## src/rtl/decoder_pkg.sv

```systemverilog
// decoder_pkg
//   Shared types and helpers for the one-hot decoder slice.
//   - dec_state_t : sequencer states (idle, direct decode, self-scan)
//   - dec_mode_t  : encoding of the mode input
//   - onehot_f / thermo_f : index -> one-hot / thermometer vectors.
//     Both return a DEC_MAX_W-wide vector; callers size-cast down to
//     their own output width, so any index width up to
//     $clog2(DEC_MAX_W) is supported.
package decoder_pkg;

   localparam int unsigned DEC_MAX_W = 256;

   typedef enum logic [1:0] {
      ST_IDLE,
      ST_DIRECT,
      ST_SCAN
   } dec_state_t;

   typedef enum logic {
      MODE_DIRECT,
      MODE_SCAN
   } dec_mode_t;

   function automatic logic [DEC_MAX_W-1:0] onehot_f(input int unsigned idx);
      logic [DEC_MAX_W-1:0] v;
      for (int unsigned i = 0; i < DEC_MAX_W; i++) begin
         v[i] = (i == idx);
      end
      return v;
   endfunction

   function automatic logic [DEC_MAX_W-1:0] thermo_f(input int unsigned idx);
      logic [DEC_MAX_W-1:0] v;
      for (int unsigned i = 0; i < DEC_MAX_W; i++) begin
         v[i] = (i <= idx);
      end
      return v;
   endfunction

endpackage

```

## src/rtl/decoder_onehot_core.sv

```systemverilog
// decoder_onehot_core
//   Purely combinational index decoder.
//   Ports:
//     idx     in   IN_W    binary index
//     onehot  out  OUT_W   1 << idx
//     thermo  out  OUT_W   (1 << (idx+1)) - 1   (only with DECODER_THERMO_EN)
//   Optional feature macro: DECODER_THERMO_EN
module decoder_onehot_core
   import decoder_pkg::*;
#(
   parameter  int unsigned IN_W  = 3,
   localparam int unsigned OUT_W = 1 << IN_W
) (
   input  logic [IN_W-1:0]  idx,
   output logic [OUT_W-1:0] onehot
`ifdef DECODER_THERMO_EN
  ,output logic [OUT_W-1:0] thermo
`endif
);

   assign onehot = OUT_W'(onehot_f(32'(idx)));

`ifdef DECODER_THERMO_EN
   assign thermo = OUT_W'(thermo_f(32'(idx)));
`endif

endmodule

```

## src/rtl/decoder_onehot_seq.sv

```systemverilog
// decoder_onehot_seq
//   Registered binary-to-one-hot decoder with valid/ready on both sides.
//   DIRECT mode decodes accepted input beats (1-deep, full throughput);
//   SCAN mode emits a walking one over all outputs, one beat every
//   SCAN_DIV cycles, stalling (never skipping) under backpressure.
//   Ports:
//     clk         in   1      clock, all logic on posedge
//     rst         in   1      synchronous active-high reset
//     mode        in   1      0 = DIRECT, 1 = SCAN (acted on from IDLE)
//     in_valid    in   1      input beat valid
//     in_ready    out  1      input beat accepted when in_valid && in_ready
//     in_data     in   IN_W   binary index
//     out_valid   out  1      output beat valid
//     out_ready   in   1      output beat taken when out_valid && out_ready
//     out_onehot  out  OUT_W  one-hot of out_idx while out_valid, else 0
//     out_idx     out  IN_W   binary index of the current beat
//     out_thermo  out  OUT_W  thermometer of out_idx while out_valid, else 0
//                             (present only with DECODER_THERMO_EN)
//   Optional feature macro: DECODER_THERMO_EN
module decoder_onehot_seq
   import decoder_pkg::*;
#(
   parameter  int unsigned IN_W     = 3,
   parameter  int unsigned SCAN_DIV = 4,
   localparam int unsigned OUT_W    = 1 << IN_W
) (
   input  logic             clk,
   input  logic             rst,
   input  logic             mode,
   input  logic             in_valid,
   output logic             in_ready,
   input  logic [IN_W-1:0]  in_data,
   output logic             out_valid,
   input  logic             out_ready,
   output logic [OUT_W-1:0] out_onehot,
   output logic [IN_W-1:0]  out_idx
`ifdef DECODER_THERMO_EN
  ,output logic [OUT_W-1:0] out_thermo
`endif
);

   localparam int unsigned      DIV_W  = $clog2(SCAN_DIV + 1);
   localparam logic [DIV_W-1:0] DIV_TC = DIV_W'(SCAN_DIV - 1);

   dec_state_t       state;
   dec_mode_t        mode_e;
   logic [DIV_W-1:0] div;
   logic [IN_W-1:0]  scan_idx;
   logic [IN_W-1:0]  sel_idx;
   logic [OUT_W-1:0] sel_onehot;
   logic             drain_ok;
   logic             accept;
`ifdef DECODER_THERMO_EN
   logic [OUT_W-1:0] sel_thermo;
`endif

   assign mode_e = dec_mode_t'(mode);

   // The output register is free next cycle if empty or being drained now.
   assign drain_ok = !out_valid || out_ready;

   // A pending mode change to SCAN closes the input so the register can
   // drain and the switch to IDLE never drops a freshly accepted beat.
   assign in_ready = (state == ST_DIRECT) && (mode_e == MODE_DIRECT) && drain_ok;
   assign accept   = in_valid && in_ready;

   assign sel_idx  = (state == ST_SCAN) ? scan_idx : in_data;

   decoder_onehot_core #(
      .IN_W (IN_W)
   ) u_core (
      .idx    (sel_idx),
      .onehot (sel_onehot)
`ifdef DECODER_THERMO_EN
     ,.thermo (sel_thermo)
`endif
   );

   always_ff @(posedge clk) begin
      if (rst) begin
         state      <= ST_IDLE;
         out_valid  <= 1'b0;
         out_onehot <= '0;
         out_idx    <= '0;
         div        <= '0;
         scan_idx   <= '0;
`ifdef DECODER_THERMO_EN
         out_thermo <= '0;
`endif
      end else begin
         case (state)
            ST_IDLE: begin
               state    <= (mode_e == MODE_SCAN) ? ST_SCAN : ST_DIRECT;
               div      <= '0;
               scan_idx <= '0;
            end

            ST_DIRECT: begin
               if (accept) begin
                  out_valid  <= 1'b1;
                  out_onehot <= sel_onehot;
                  out_idx    <= sel_idx;
`ifdef DECODER_THERMO_EN
                  out_thermo <= sel_thermo;
`endif
               end else if (out_ready) begin
                  out_valid  <= 1'b0;
                  out_onehot <= '0;
`ifdef DECODER_THERMO_EN
                  out_thermo <= '0;
`endif
               end
               if ((mode_e == MODE_SCAN) && drain_ok) begin
                  state <= ST_IDLE;
               end
            end

            ST_SCAN: begin
               if ((mode_e == MODE_DIRECT) && drain_ok) begin
                  state      <= ST_IDLE;
                  out_valid  <= 1'b0;
                  out_onehot <= '0;
                  div        <= '0;
                  scan_idx   <= '0;
`ifdef DECODER_THERMO_EN
                  out_thermo <= '0;
`endif
               end else if (div != DIV_TC) begin
                  div <= div + 1'b1;
                  if (out_ready) begin
                     out_valid  <= 1'b0;
                     out_onehot <= '0;
`ifdef DECODER_THERMO_EN
                     out_thermo <= '0;
`endif
                  end
               end else if (drain_ok) begin
                  // Terminal count with a free register: emit and advance.
                  out_valid  <= 1'b1;
                  out_onehot <= sel_onehot;
                  out_idx    <= sel_idx;
                  scan_idx   <= scan_idx + 1'b1;
                  div        <= '0;
`ifdef DECODER_THERMO_EN
                  out_thermo <= sel_thermo;
`endif
               end
               // Terminal count with a stalled beat: hold everything.
            end

            default: begin
               state      <= ST_IDLE;
               out_valid  <= 1'b0;
               out_onehot <= '0;
`ifdef DECODER_THERMO_EN
               out_thermo <= '0;
`endif
            end
         endcase
      end
   end

endmodule
```

## config.mk

```make
export PLATFORM = sky130hd
export DESIGN_NAME = decoder_onehot_seq
export DESIGN_NICKNAME = d
export VERILOG_FILES = /design/src/rtl/decoder_pkg.sv /design/src/rtl/decoder_onehot_core.sv /design/src/rtl/decoder_onehot_seq.sv
export SDC_FILE = /design/constraint.sdc
export NUM_CORES = 1
export LEC_CHECK = 0
export BUFFER_PORTS_ARGS = -buffer_cell sky130_fd_sc_hd__buf_2
export CAP_MARGIN = 20
export CORE_MARGIN = 5
export CORE_UTILIZATION = 36
export DETAILED_ROUTE_END_ITERATION = 7
export GPL_TIMING_DRIVEN = 0
export PLACE_DENSITY = 0.62
export SLEW_MARGIN = 20
export SYNTH_ARGS = -nofsm -noshare
export SYNTH_HDL_FRONTEND = slang
export SYNTH_SLANG_ARGS = --single-unit
export TNS_END_PERCENT = 10
```

## constraint.sdc

```tcl
create_clock -name clk -period 1.6 [get_ports clk]
set_clock_uncertainty 0.2 [all_clocks]
set_input_delay 0.08 -clock clk [delete_from_list [all_inputs] [get_ports clk]]
set_output_delay 0.08 -clock clk [all_outputs]
set_load 0.01 [all_outputs]
```

* Word-level counts from Yosys, hierarchy flattened *
Index checks and enable logic that the tools add are counted.

word-level totals
  word-level logic and storage cells = 75
  output and inout port bits = 13
  input port bits = 8
  register bits = 20

cells by class
  bitwise operators = 2
  muxes and demuxes = 30
  reduce and logical (&&, ||, !) cells = 16
  equality and inequality tests = 19
  add/sub/neg operators = 2

operators by type and width
  operator                                                                  number
  8-bit 2-to-1 mux                                                          5
  3-bit 2-to-1 mux                                                          11
  8-bit one-hot mux with 3 select lines                                     1
  3-bit one-hot mux with 2 select lines                                     3
  3-bit equality test (first input constant)                                4
  2-bit inequality test (second input constant)                             4
  3-bit by 1-bit adder with 3-bit output (second input constant)            2
  2-bit by 3-bit equality test with 1-bit output (first input constant)     2
  2-bit 2-to-1 mux                                                          3
  3-bit by 2-bit inequality test with 1-bit output (second input constant)  2
  2-bit one-hot mux with 3 select lines                                     1
  2-bit AND reduction                                                       3
  1-bit logical AND                                                         5
  1-bit 2-to-1 mux                                                          5
  5-bit AND reduction                                                       1
  2-bit by 1-bit inequality test with 1-bit output (second input constant)  2
  4-bit by 2-bit inequality test with 1-bit output (second input constant)  1
  2-bit nonzero test                                                        2
  1-bit by 3-bit equality test with 1-bit output (first input constant)     1
  3-bit logical NOT                                                         1
  3-bit inequality test (second input constant)                             1
  1-bit one-hot mux with 3 select lines                                     1
  3-bit AND reduction                                                       1
  2-bit by 1-bit equality test with 1-bit output (second input constant)    1
  5 further kinds                                                           6

* Logic depth before layout (Yosys ltp) *
Gate-level depths: netlist (run 1).

  depth after elaboration = 7
  depth in mapped cells = 7
  mapped depth without buffers = 6

* Cells and area by module *
A second synthesis (run 1) with hierarchy kept.

unflattened totals
  cell total of the unflattened synthesis = 132
  area, all modules = 1228.7 sq um

by module, submodules not included
  module               cells an instance  instances  area each (sq um)  seq. area each (sq um)
  decoder_onehot_seq   124                1          1163.6             400.4
  decoder_onehot_core  8                  1          65.1               0.0

* Worst setup path before layout (run 1) *
OpenSTA, ideal clock, no wires.

  path kind = register to register
  start = register state[0]
  end = register out_onehot[4]
  stages on the path, launching flop included = 7
  arrival time = 1503 ps
  library setup time = 70 ps
  period minus slack after synthesis = 1773 ps
  buffers on the path = 0
  slack = -173 ps
  required time = 1330 ps
  cell sequence = dfxtp_1 -> inv_1 -> ha_1 -> or3b_1 -> a211oi_2 -> nand2b_1 -> o2bb2ai_1

between the ends
  longest elaborated chain between the ends = 7
  elaborated cells on any way between the ends = 16
  classes of those cells = eq/ne: 4; mux: 6; bitwise: 1; reduce/logical: 5

ends and longest elaborated chain
  element                                RTL line                                            source
  start: declaration                     decoder_onehot_seq.sv:45                            dec_state_t state;
  start signal: assignment               decoder_onehot_seq.sv:93                            state <= (mode_e == MODE_SCAN) ? ST_SCAN : ST_DIRECT;
  2-bit equality test                    decoder_onehot_seq.sv:67, decoder_onehot_seq.sv:91
  3-bit 2-to-1 mux                       decoder_onehot_seq.sv:67                            assign sel_idx = (state == ST_SCAN) ? scan_idx : in_data;
  3-bit equality test                    decoder_pkg.sv:27                                   v[i] = (i == idx);
  8-bit 2-to-1 mux                       decoder_onehot_seq.sv:137                           end else if (drain_ok) begin
  8-bit 2-to-1 mux                       decoder_onehot_seq.sv:128                           end else if (div != DIV_TC) begin
  8-bit 2-to-1 mux                       decoder_onehot_seq.sv:119                           if ((mode_e == MODE_DIRECT) && drain_ok) begin
  8-bit one-hot mux with 3 select lines  decoder_onehot_seq.sv:91                            case (state)
  end signal: assignment                 decoder_onehot_seq.sv:101                           out_onehot <= sel_onehot;
  end signal: assignment                 decoder_onehot_seq.sv:140                           out_onehot <= sel_onehot;
  end: declaration                       decoder_onehot_seq.sv:35                            output logic [OUT_W-1:0] out_onehot,

Several ways; a longest one is shown, not always the timed one. The select of a mux whose other input is x is not followed.
A chain may end at the register's enable or synchronous reset.

* Worst setup path after layout (run 1) *
  start = register state[0]
  end = register out_onehot[3]

between the ends
  longest elaborated chain between the ends = 7
  elaborated cells on any way between the ends = 16
  classes of those cells = eq/ne: 4; mux: 6; bitwise: 1; reduce/logical: 5

ends and longest elaborated chain
  element                                         RTL line
  2-bit equality test                             decoder_onehot_seq.sv:67, decoder_onehot_seq.sv:91
  3-bit 2-to-1 mux                                decoder_onehot_seq.sv:67
  2-bit by 3-bit equality test with 1-bit output  decoder_pkg.sv:27
  8-bit 2-to-1 mux                                decoder_onehot_seq.sv:137
  8-bit 2-to-1 mux                                decoder_onehot_seq.sv:128
  8-bit 2-to-1 mux                                decoder_onehot_seq.sv:119
  8-bit one-hot mux with 3 select lines           decoder_onehot_seq.sv:91

Several ways; a longest one is shown, not always the timed one. The select of a mux whose other input is x is not followed.

==> summary.md, run 1 <==
| Metric | Value |
|---|---|
| Status | finished with violations |
| Violated checks | negative setup slack |
| TritonRoute pass-1 iters | 4 |
| Async set or reset register ratio after synthesis | 0% |
| Hold wc startpoint | in_data[2] |
| Mapped cell area | 1120 µm² |
| CP endpoint kind | flop |
| WL met3 | 104 µm |
| Post-DR wirelength/cell | 14.7 µm |
| Slew @ Worst Pin | 0.515 ns |
| Core area | 3030 µm² |
| Worst Reg-to-Reg Cells | 6 |
| Clk sinks | 20 |
| Pre-CTS setup slack | -0.231 ns |
| P&R area growth vs syn | 28.9% |
| Yosys top cell by area | dfxtp_1 |
| Filler-free cell count of the finished design | 198 |
| Worst-path clk slew | 0.12 ns |
| Worst hold slack | 0.0339 ns |
| Dominant cell by count in the synthesized netlist | dfxtp_1 |
| Die Area | 4330 µm² |
| FF-to-FF Start | state[0] |
| Post-synth EDFFs | 0 |
| Arrival time at the worst endpoint | 1.95 ns |
| Avg Cell Area, Syn | 8.98 µm² |
| CP max stage cell | dfxtp_2 |
| Post-synth top cells | dfxtp_1 (20), a21oi_1 (12), nor2_1 (9) |
| Worst Path Required | 1.62 ns |
| Cell Rows | 20 |
| Share of cells above drive strength 1 | 32.5% |
| R2r endpoint | out_onehot[3] |
| Min setup slack post-route | -0.329 ns |
| Clock tree from TritonCTS | yes |
| Levels on crit path | 6 |
| Initial antenna violation count | 0 |
| # fillers | 291 |
| Final Setup Violations | 19 |
| Top_reg_cell synth | dfxtp_1 |
| Hold path cells | 3 |
| # IOs | 21 |
| CP bufs+invs | 1 |
| Root buffer cell | clkbuf_4 |
| Final min period | 1.93 ns |
| DRT antenna net count | 0 |
| GRT overflow | 0 |
| Top Family by Delay on Critical Path | simple AND/OR/NAND/NOR gates |
| Largest net degree at the start of global routing | 13 |
| Clk buf depth | 2 |
| Diode count | 0 |
| GR Util All Layers | 13.9% |
| Number of port buffers | 20 |
| Reg2Reg Setup Slack | -0.33 ns |
| Wl on met1 | 1.30 mm |
| Max Transition Viols Final | 0 |
| Critical Path Start Type | flop |
| Max Cap Violations | 0 |
| Highest routed layer | met4 |
| DRT iter0 DRCs | 30 |
| Synth Warn # | 0 |
| Unrepaired setup endpoints after global routing | yes |
| Max VDD drop | 0.421 mV |
| Met2 Wirelength | 1.49 mm |
| Cells after synthesis | 125 |
| First-pass GRT wire length | 4.83 mm |
| Clock Latency Late Sink | 0.30 ns |
| Die H | 65.8 µm |
| Post-synthesis sequential area ratio | 35.7% |
| Detailed Place HPWL | 2.08 mm |
| Rel. slew slack | 65.7% |
| DP Cell Count | 189 |
| Via Count | 1,060 |
| Power Dens Cells | 790 nW/µm² |
| Post-layout util | 47.8% |
| Unique cell type count in the Yosys netlist | 42 |
| Global placement routability congestion | 0.803 |
| Syn nets | 138 |
| Slowest stage delay, CP | 0.37 ns |
| Post-synth top area share | 35.7% |
| Die W | 65.8 µm |
| Total CTS buffers | 3 |
| Vias in the first global route | 1,127 |
| Fmax | 0.519 GHz |
| Htree depth | 1 |
| Final Cycle Share | 121% |
| CP Max Fanout | 4 |
| Nets | 168 |
| Min-delay worst type | in2reg |
| Area contributors post-synth | dfxtp_1 (36%), o2bb2ai_1 (6.2%), ha_1 (5.6%), a21oi_1 (5.4%), nand2b_1 (3.3%) |
| Hold Fails Final Rpt | 0 |
| Worst Setup Path Type | reg2reg |
| Starting Density | 37.1% |
| Via density per instance | 5.35 |
| CP cell instances | inv_2 -> ha_4 -> or3b_1 -> a211oi_2 -> nand2_1 -> o2bb2ai_1 |
| Flops & latches, synth | 20 |
| P_leak | 0.532 nW |
| DRC Markers | 0 |
| Hold path endpoint | out_idx[2] |
| WL final | 2.91 mm |
-- logic make-up (layout without fill, tap and decap cells) --
| group | count (synthesis) | after routing | synth area share [%] |
|---|---|---|---|
| compound gates | 44 | 44 | 31.1 |
| simple gates | 39 | 39 | 20.2 |
| fa+ha+maj | 5 | 5 | 5.57 |
| mux | 2 | 2 | 1.78 |
| buf+inv | 15 | 44 | 5.69 |
| flops | 20 | 20 | 35.7 |
-- how the worst max path moves through the flow --
stage / startpoint / to / slack (ns)
after floorplan: state[0] / out_onehot[0] / -0.07
after detailed placement: state[0] / out_onehot[5] / -0.23
after global routing: state[0] / out_onehot[3] / -0.41
final: state[0] / out_onehot[3] / -0.33
after CTS: state[0] / out_onehot[4] / -0.27
after global placement: state[0] / out_onehot[0] / -0.22
-- power by group --
group	switching, mW	internal [mW]	leakage [nW]	total (mW)
Sequential	0.00788	0.507	0.162	0.515
Combinational	0.123	0.0987	0.342	0.222
Clock	0.153	0.253	0.0279	0.406
-- cell type report --
class / instances / area, µm² / area share [%]
multi-input combinational: 90 / 708 / 49.0
sequential: 20 / 403 / 27.9
timing repair buffer: 25 / 158 / 10.9
tap: 44 / 55.1 / 3.81
buffer: 6 / 36.3 / 2.51
inverter: 9 / 33.8 / 2.34
clock inverter: 1 / 30.0 / 2.08
clock buffer: 3 / 22.5 / 1.56
-- placed cells by master, fill, tap and decap left out, drive strengths merged, types with 2 or more instances in the layout --
master | synthesis | final
a211o | 2 | 2
a211oi | 4 | 4
a21oi | 12 | 12
a31oi | 4 | 4
a32oi | 3 | 3
buf | 4 | 26
clkbuf | 2 | 5
dfxtp | 20 | 20
dlygate4sd3 | 0 | 3
ha | 5 | 5
inv | 9 | 9
mux2i | 2 | 2
nand2 | 6 | 6
nand2b | 6 | 6
nand3 | 3 | 3
nand3b | 3 | 3
nor2 | 9 | 9
nor2b | 2 | 2
nor3 | 2 | 2
o2111ai | 2 | 2
o211ai | 2 | 2
o21ai | 2 | 2
o2bb2ai | 8 | 8
-- worst register-to-register path, stage by stage, from the launching register on --
cell       delay [ns]
dfxtp_2          0.37
inv_2            0.06
ha_4             0.27
or3b_1           0.37
a211oi_2         0.19
nand2_1          0.18
o2bb2ai_1        0.20
-- what timing repair did --
item,4_1_cts,5_1_grt
setup endpoints to repair,21,21
pin swaps,1,2
gates resized for setup,2,6
hold endpoints to repair,11,0
hold buffers,3,0
buffers inserted,1,1
-- state kept, by name, summed over array words and instances (netlist names) --
| register | flops |
|---|---|
| out_onehot | 8 |
| div | 3 |
| out_idx | 3 |
| scan_idx | 3 |
| state | 2 |
| out_valid | 1 |
-- metrics by stage --
step | cell area (µm²) | TNS [ns] | total power [mW]
4_1_cts | 1400 | -3.93 | 1.14
2_1_floorplan | 1140 | -0.533 | 0.661
5_1_grt | 1450 | -5.06 | 1.21
3_5_place_dp | 1290 | -3.28 | 0.712
3_3_place_gp | 1290 | -3.40 | 0.708
6_report | 1450 | -3.31 | 1.14
-- metal layers --
layer	vias up	GRT usage, %
met5	-	0
met2	23	24.9
met1	509	17.0
met4	0	4.40
li1	526	-
met3	2	2.04
Note: power is estimated with default switching activity, not from simulation.
==> run 2, diff against run 1 <==
--- a/config.mk
+++ b/config.mk
@@ -13,4 +13,5 @@
 export GPL_TIMING_DRIVEN = 0
 export PLACE_DENSITY = 0.62
+export RECOVER_POWER = 50
 export SLEW_MARGIN = 20
 export SYNTH_ARGS = -nofsm -noshare
==> constraint.sdc (replaced) <==
create_clock -name clk -period 1.6 [get_ports clk]
set_clock_uncertainty 0.2 [all_clocks]
set_input_delay 0.08 -clock clk [delete_from_list [all_inputs] [get_ports clk]]
set_output_delay 0.08 -clock clk [all_outputs]
set_load 0.05 [all_outputs]
==> run 2 against run 1 <==
The run ends with negative hold slack, negative setup slack left. Wire length decreased by 9.5%. Sequential power about the same. Global-route usage decreased by 0.38 points. Final cell count decreased by 2.0%. Non-clock buffer count decreased by 4. Setup slack improved by 0.099 ns. Flip-flop and latch count unchanged. Combinational power decreased by 5%. Power increased by 0.19%. Critical path type unchanged.
==> summary.md, run 2 (synthesis results as in run 1) <==
| Metric | Value |
|---|---|
| Status | finished with violations |
| Violated checks | negative hold slack, negative setup slack |
| Launch point of the worst path | state[0] |
| Worst-path clk slew | 0.12 ns |
| Reg2Reg Setup Slack | -0.23 ns |
| CP bufs+invs | 1 |
| Hold Fails Final Rpt | 10 |
| Clock Latency Late Sink | 0.31 ns |
| DP Cell Count | 189 |
| # fillers | 306 |
| P&R area growth vs syn | 23.7% |
| WL final | 2.63 mm |
| Most common cell after layout, fill and taps aside | dfxtp_1 |
| Filler-free cell count of the finished design | 194 |
| Worst hold slack | -0.168 ns |
| Detailed Place HPWL | 2.02 mm |
| Unrepaired setup endpoints after global routing | yes |
| Via Count | 1,027 |
| Largest net degree at the start of global routing | 13 |
| Critical Path Start Type | flop |
| Worst Reg-to-Reg Cells | 6 |
| Min setup slack post-route | -0.229 ns |
| First-pass GRT wire length | 4.60 mm |
| Root buffer cell | clkbuf_4 |
| Worst Path Required | 1.64 ns |
| P_leak | 0.477 nW |
| GR Util All Layers | 13.6% |
| DRT antenna net count | 0 |
| CP endpoint | out_onehot[5] |
| Clk sinks | 20 |
| TritonRoute pass-1 iters | 4 |
| Via density per instance | 5.29 |
| Max reg flops | 8 |
| Diode count | 0 |
| CTS Hold Buffers Added | 1 |
| R2r endpoint | out_onehot[5] |
| Fmax | 0.547 GHz |
| CP max stage cell | dfxtp_2 |
| Nets | 164 |
| CP endpoint kind | flop |
| Global placement routability congestion | 0.785 |
| DRC Markers | 0 |
| CP cell instances | inv_2 -> ha_4 -> or3b_1 -> a211oi_2 -> nand2b_1 -> o2bb2ai_1 |
| FF-to-FF Start | state[0] |
| Arrival time at the worst endpoint | 1.87 ns |
| Max VDD drop | 0.438 mV |
| Power Dens Cells | 824 nW/µm² |
| Rel. slew slack | 60.1% |
| Total CTS buffers | 3 |
| Core area | 3030 µm² |
| Starting Density | 37.1% |
| Worst Setup Path Type | reg2reg |
| Buffers inserted by post-CTS timing repair | 0 |
| GRT overflow | 0 |
| Register Area | 404 µm² |
| Max Cap Violations | 0 |
| Die Area | 4330 µm² |
| Slowest stage delay, CP | 0.37 ns |
| DRT iter0 DRCs | 21 |
| Levels on crit path | 6 |
| Vias in the first global route | 1,056 |
| Die W | 65.8 µm |
| Initial antenna violation count | 0 |
| Die H | 65.8 µm |
| Final min period | 1.83 ns |
| Slew @ Worst Pin | 0.601 ns |
| Post-DR wirelength/cell | 13.6 µm |
| Clock tree from TritonCTS | yes |
| Cell Rows | 20 |
| Max Transition Viols Final | 0 |
| CP Max Fanout | 4 |
| Top Family by Delay on Critical Path | simple AND/OR/NAND/NOR gates |
| Final Cycle Share | 114% |
| # IOs | 21 |
| Final Setup Violations | 18 |
| Htree depth | 1 |
| Clk buf depth | 2 |
| Share of cells above drive strength 1 | 28.7% |
| Min-delay worst type | in2reg |
| Reg with most FFs | out_onehot |
| Commonest non-fill, non-tap cells in the layout | dfxtp_1 (17), buf_2 (15), a21oi_1 (12), nor2_1 (9) |
| Number of port buffers | 20 |
| Multi-input combinational cell area | 698 µm² |
==> run 2: what timing repair did <==
action / 4_1_cts / 5_1_grt
endpoints found under the hold margin: 11 / 10
pin swaps: 0 / 7
endpoints found under the setup margin: 21 / 21
gates resized for setup: 3 / 6
==> run 2: layer usage <==
layer | vias up | global-route usage, % | share of wire [%] | wire, µm
li1 | 516 | - | - | -
met1 | 487 | 17.0 | 48 | 1260
met2 | 20 | 21.8 | 47 | 1240
met3 | 4 | 3.91 | 3.3 | 86
met4 | 0 | 5.18 | 1.4 | 36
met5 | - | 0 | 0 | 0
==> run 2: worst reg2reg max path, cell delays in order (launching register included) <==
cell and delay, ns:
dfxtp_2 0.37, inv_2 0.06, ha_4 0.27, or3b_1 0.36, a211oi_2 0.18, nand2b_1 0.17, o2bb2ai_1 0.16
==> run 2: power breakdown <==
| part | total, mW | switching [mW] | internal (mW) |
|---|---|---|---|
| combinational | 0.211 | 0.125 | 0.0857 |
| clock | 0.419 | 0.166 | 0.253 |
| sequential | 0.515 | 0.00736 | 0.508 |
| total | 1.15 | 0.299 | 0.846 |
==> run 2: worst min-delay path by stage <==
stage | startpoint | endpoint | cells after the start
final | rst | scan_idx[2] | 2
after global routing | rst | scan_idx[2] | 2
after CTS | rst | scan_idx[2] | 2
after detailed placement | rst | out_idx[0] | 2
after global placement | rst | scan_idx[2] | 2
after floorplan | rst | out_idx[0] | 1
==> run 2: area by class of cell <==
type / count / share of cell area, %
tap: 44 / 3.96
sequential: 20 / 29.1
clock buffer: 3 / 1.62
multi-input combinational: 90 / 50.3
buffer: 6 / 2.61
timing repair buffer: 21 / 7.84
clock inverter: 1 / 2.16
inverter: 9 / 2.43
==> run 2: stage by stage <==
stage / TNS [ns] / total power, mW / area, µm² / utilization (%) / setup WS, ns
after floorplan: -0.567 / 0.674 / 1150 / - / -0.0663
after global placement: -3.43 / 0.721 / 1300 / 43.0 / -0.222
after detailed placement: -3.06 / 0.723 / 1300 / 43.0 / -0.205
after CTS: -3.55 / 1.14 / 1380 / 45.5 / -0.239
after global routing: -4.29 / 1.20 / 1390 / 45.9 / -0.299
final: -2.59 / 1.15 / 1390 / 45.9 / -0.229
==> run 3, diff against run 2 <==
Settings changed: CORE_MARGIN 5 to 2.
==> run 3 against run 2 <==
Critical endpoint is now out_onehot[7]. Register-to-register slack lost 0.05 ns. Fmax shrank 2.9%. Clock power shrank 1%. Setup slack lost 0.054 ns. Critical path depth is the same. Sequential power is essentially flat. The run ends with negative setup slack left. Flip-flop and latch count is the same. Power grew 1.4%. Core utilization grew 2.0 points. First-iteration DRC count grew 57%. Combinational power grew 10%. Die area shrank 17%.
==> summary.md, run 3 (synthesis results as in run 1) <==
| Metric | Value |
|---|---|
| Register Area | 404 µm² |
| CP endpoint kind | flop |
| Power Dens Cells | 809 nW/µm² |
| Share of cells above drive strength 1 | 31.4% |
| Final min period | 1.88 ns |
| DRT antenna net count | 0 |
| Detailed Place HPWL | 2.03 mm |
| Worst-path clk slew | 0.12 ns |
| Vias in the first global route | 1,051 |
| CP max stage cell | or3b_4 |
| Via density per instance | 5.76 |
| Worst Path Required | 1.64 ns |
| Die H | 59.8 µm |
| Htree depth | 1 |
| Top Family by Delay on Critical Path | simple AND/OR/NAND/NOR gates |
| Initial antenna violation count | 0 |
| First-pass GRT wire length | 4.81 mm |
| WL final | 2.89 mm |
| Rel. slew slack | 60.1% |
| Max Transition Viols Final | 0 |
| CP cell instances | inv_2 -> ha_4 -> or3b_4 -> a211oi_4 -> nand2b_1 -> o2bb2ai_1 |
| Die W | 59.8 µm |
| CP Max Fanout | 4 |
| WL met3 | 72 µm |
| Highest routed layer | met4 |
| P&R area growth vs syn | 28.0% |
| Violated checks | negative setup slack |
| Root buffer cell | clkbuf_4 |
| Wl on met1 | 1.35 mm |
| TritonRoute pass-1 iters | 4 |
| # fillers | 299 |
| Core area | 3000 µm² |
| Critical Path Start Type | flop |
| Nets | 167 |
| Slew @ Worst Pin | 0.601 ns |
| Min setup slack post-route | -0.283 ns |
| # IOs | 21 |
| Cell Rows | 20 |
| Min-delay worst type | in2reg |
| GR Util All Layers | 17.4% |
| Slowest stage delay, CP | 0.38 ns |
| Filler-free cell count of the finished design | 186 |
| Total CTS buffers | 3 |
| Met2 Wirelength | 1.46 mm |
| Unrepaired setup endpoints after global routing | yes |
| Fin Setup TNS | -3.49 ns |
| Post-DR wirelength/cell | 15.6 µm |
| Max Cap Violations | 0 |
| Clock Latency Late Sink | 0.29 ns |
| Clk buf depth | 2 |
| Reg with most FFs | out_onehot |
| Commonest non-fill, non-tap cells in the layout | dfxtp_1 (17), buf_2 (15), a21oi_1 (12), nor2_1 (9) |
| Number of port buffers | 20 |
| P_leak | 0.497 nW |
| DRC Markers | 0 |
| DP Cell Count | 178 |
| Final Setup Violations | 20 |
| Max VDD drop | 0.607 mV |
| Most common cell after layout, fill and taps aside | dfxtp_1 |
| Multi-input combinational cell area | 736 µm² |
| Clk sinks | 20 |
| Fmax | 0.531 GHz |
| Clock tree from TritonCTS | yes |
| CP bufs+invs | 1 |
| Via Count | 1,071 |
| Worst Setup Path Type | reg2reg |
| Max reg flops | 8 |
| Worst hold slack | 0.0195 ns |
| Die Area | 3580 µm² |
| Global placement routability congestion | 0.860 |
| Final Cycle Share | 118% |
| Diode count | 0 |
| DRT iter0 DRCs | 33 |
| Arrival time at the worst endpoint | 1.92 ns |
| Status | finished with violations |
| GRT overflow | 0 |
| Total power | 1.16 mW |
| Starting Density | 37.4% |
| Hold Fails Final Rpt | 0 |
| Largest net degree at the start of global routing | 13 |
run 3: layout make-up:
cell class	instances	area share (%)
flip-flops and latches	20	28.1
clock inverters	1	2.09
well taps	33	2.87
plain buffers	6	2.53
clock buffers	3	1.57
multi-input cells	90	51.2
inverters	9	2.35
repair buffers	24	9.23
run 3: report_power, final:
group	switching [mW]	internal, mW	total, mW
combinational	0.138	0.0953	0.233
sequential	0.00777	0.508	0.515
clock	0.160	0.253	0.413
run 3: routing by layer:
metal	GRT usage, %	up-vias
li1	-	527
met1	23.1	530
met2	28.4	12
met3	3.03	2
met4	5.71	0
met5	0	-
run 3: worst paths after layout:
check / from / endpoint / slack, ns / cells past startpoint
max: state[1] / out_onehot[7] / -0.28 / 6
min: in_data[2] / out_idx[2] / 0.02 / 3
max reg2reg: state[1] / out_onehot[7] / -0.28 / 6
min reg2reg: out_onehot[6] / out_onehot[6] / 0.27 / 1
run 3: what timing repair did:
item,CTS,global route
setup buffers,0,1
hold buffers,1,2
pin swaps,2,5
gates resized for setup,3,11
endpoints found under the hold margin,11,10
endpoints found under the setup margin,21,21
run 3: worst min-delay path, cell delays in order:
cell and delay (ns):
buf_2 0.08, mux2i_1 0.09, a211oi_2 0.22
run 3: per-stage QoR:
stage | area (µm²) | setup WS (ns) | util, %
after floorplan | 1150 | -0.0663 | -
after CTS | 1360 | -0.261 | 45.4
after global routing | 1440 | -0.358 | 47.8
after global placement | 1290 | -0.222 | 42.9
after detailed placement | 1290 | -0.239 | 42.9
final | 1440 | -0.283 | 47.8
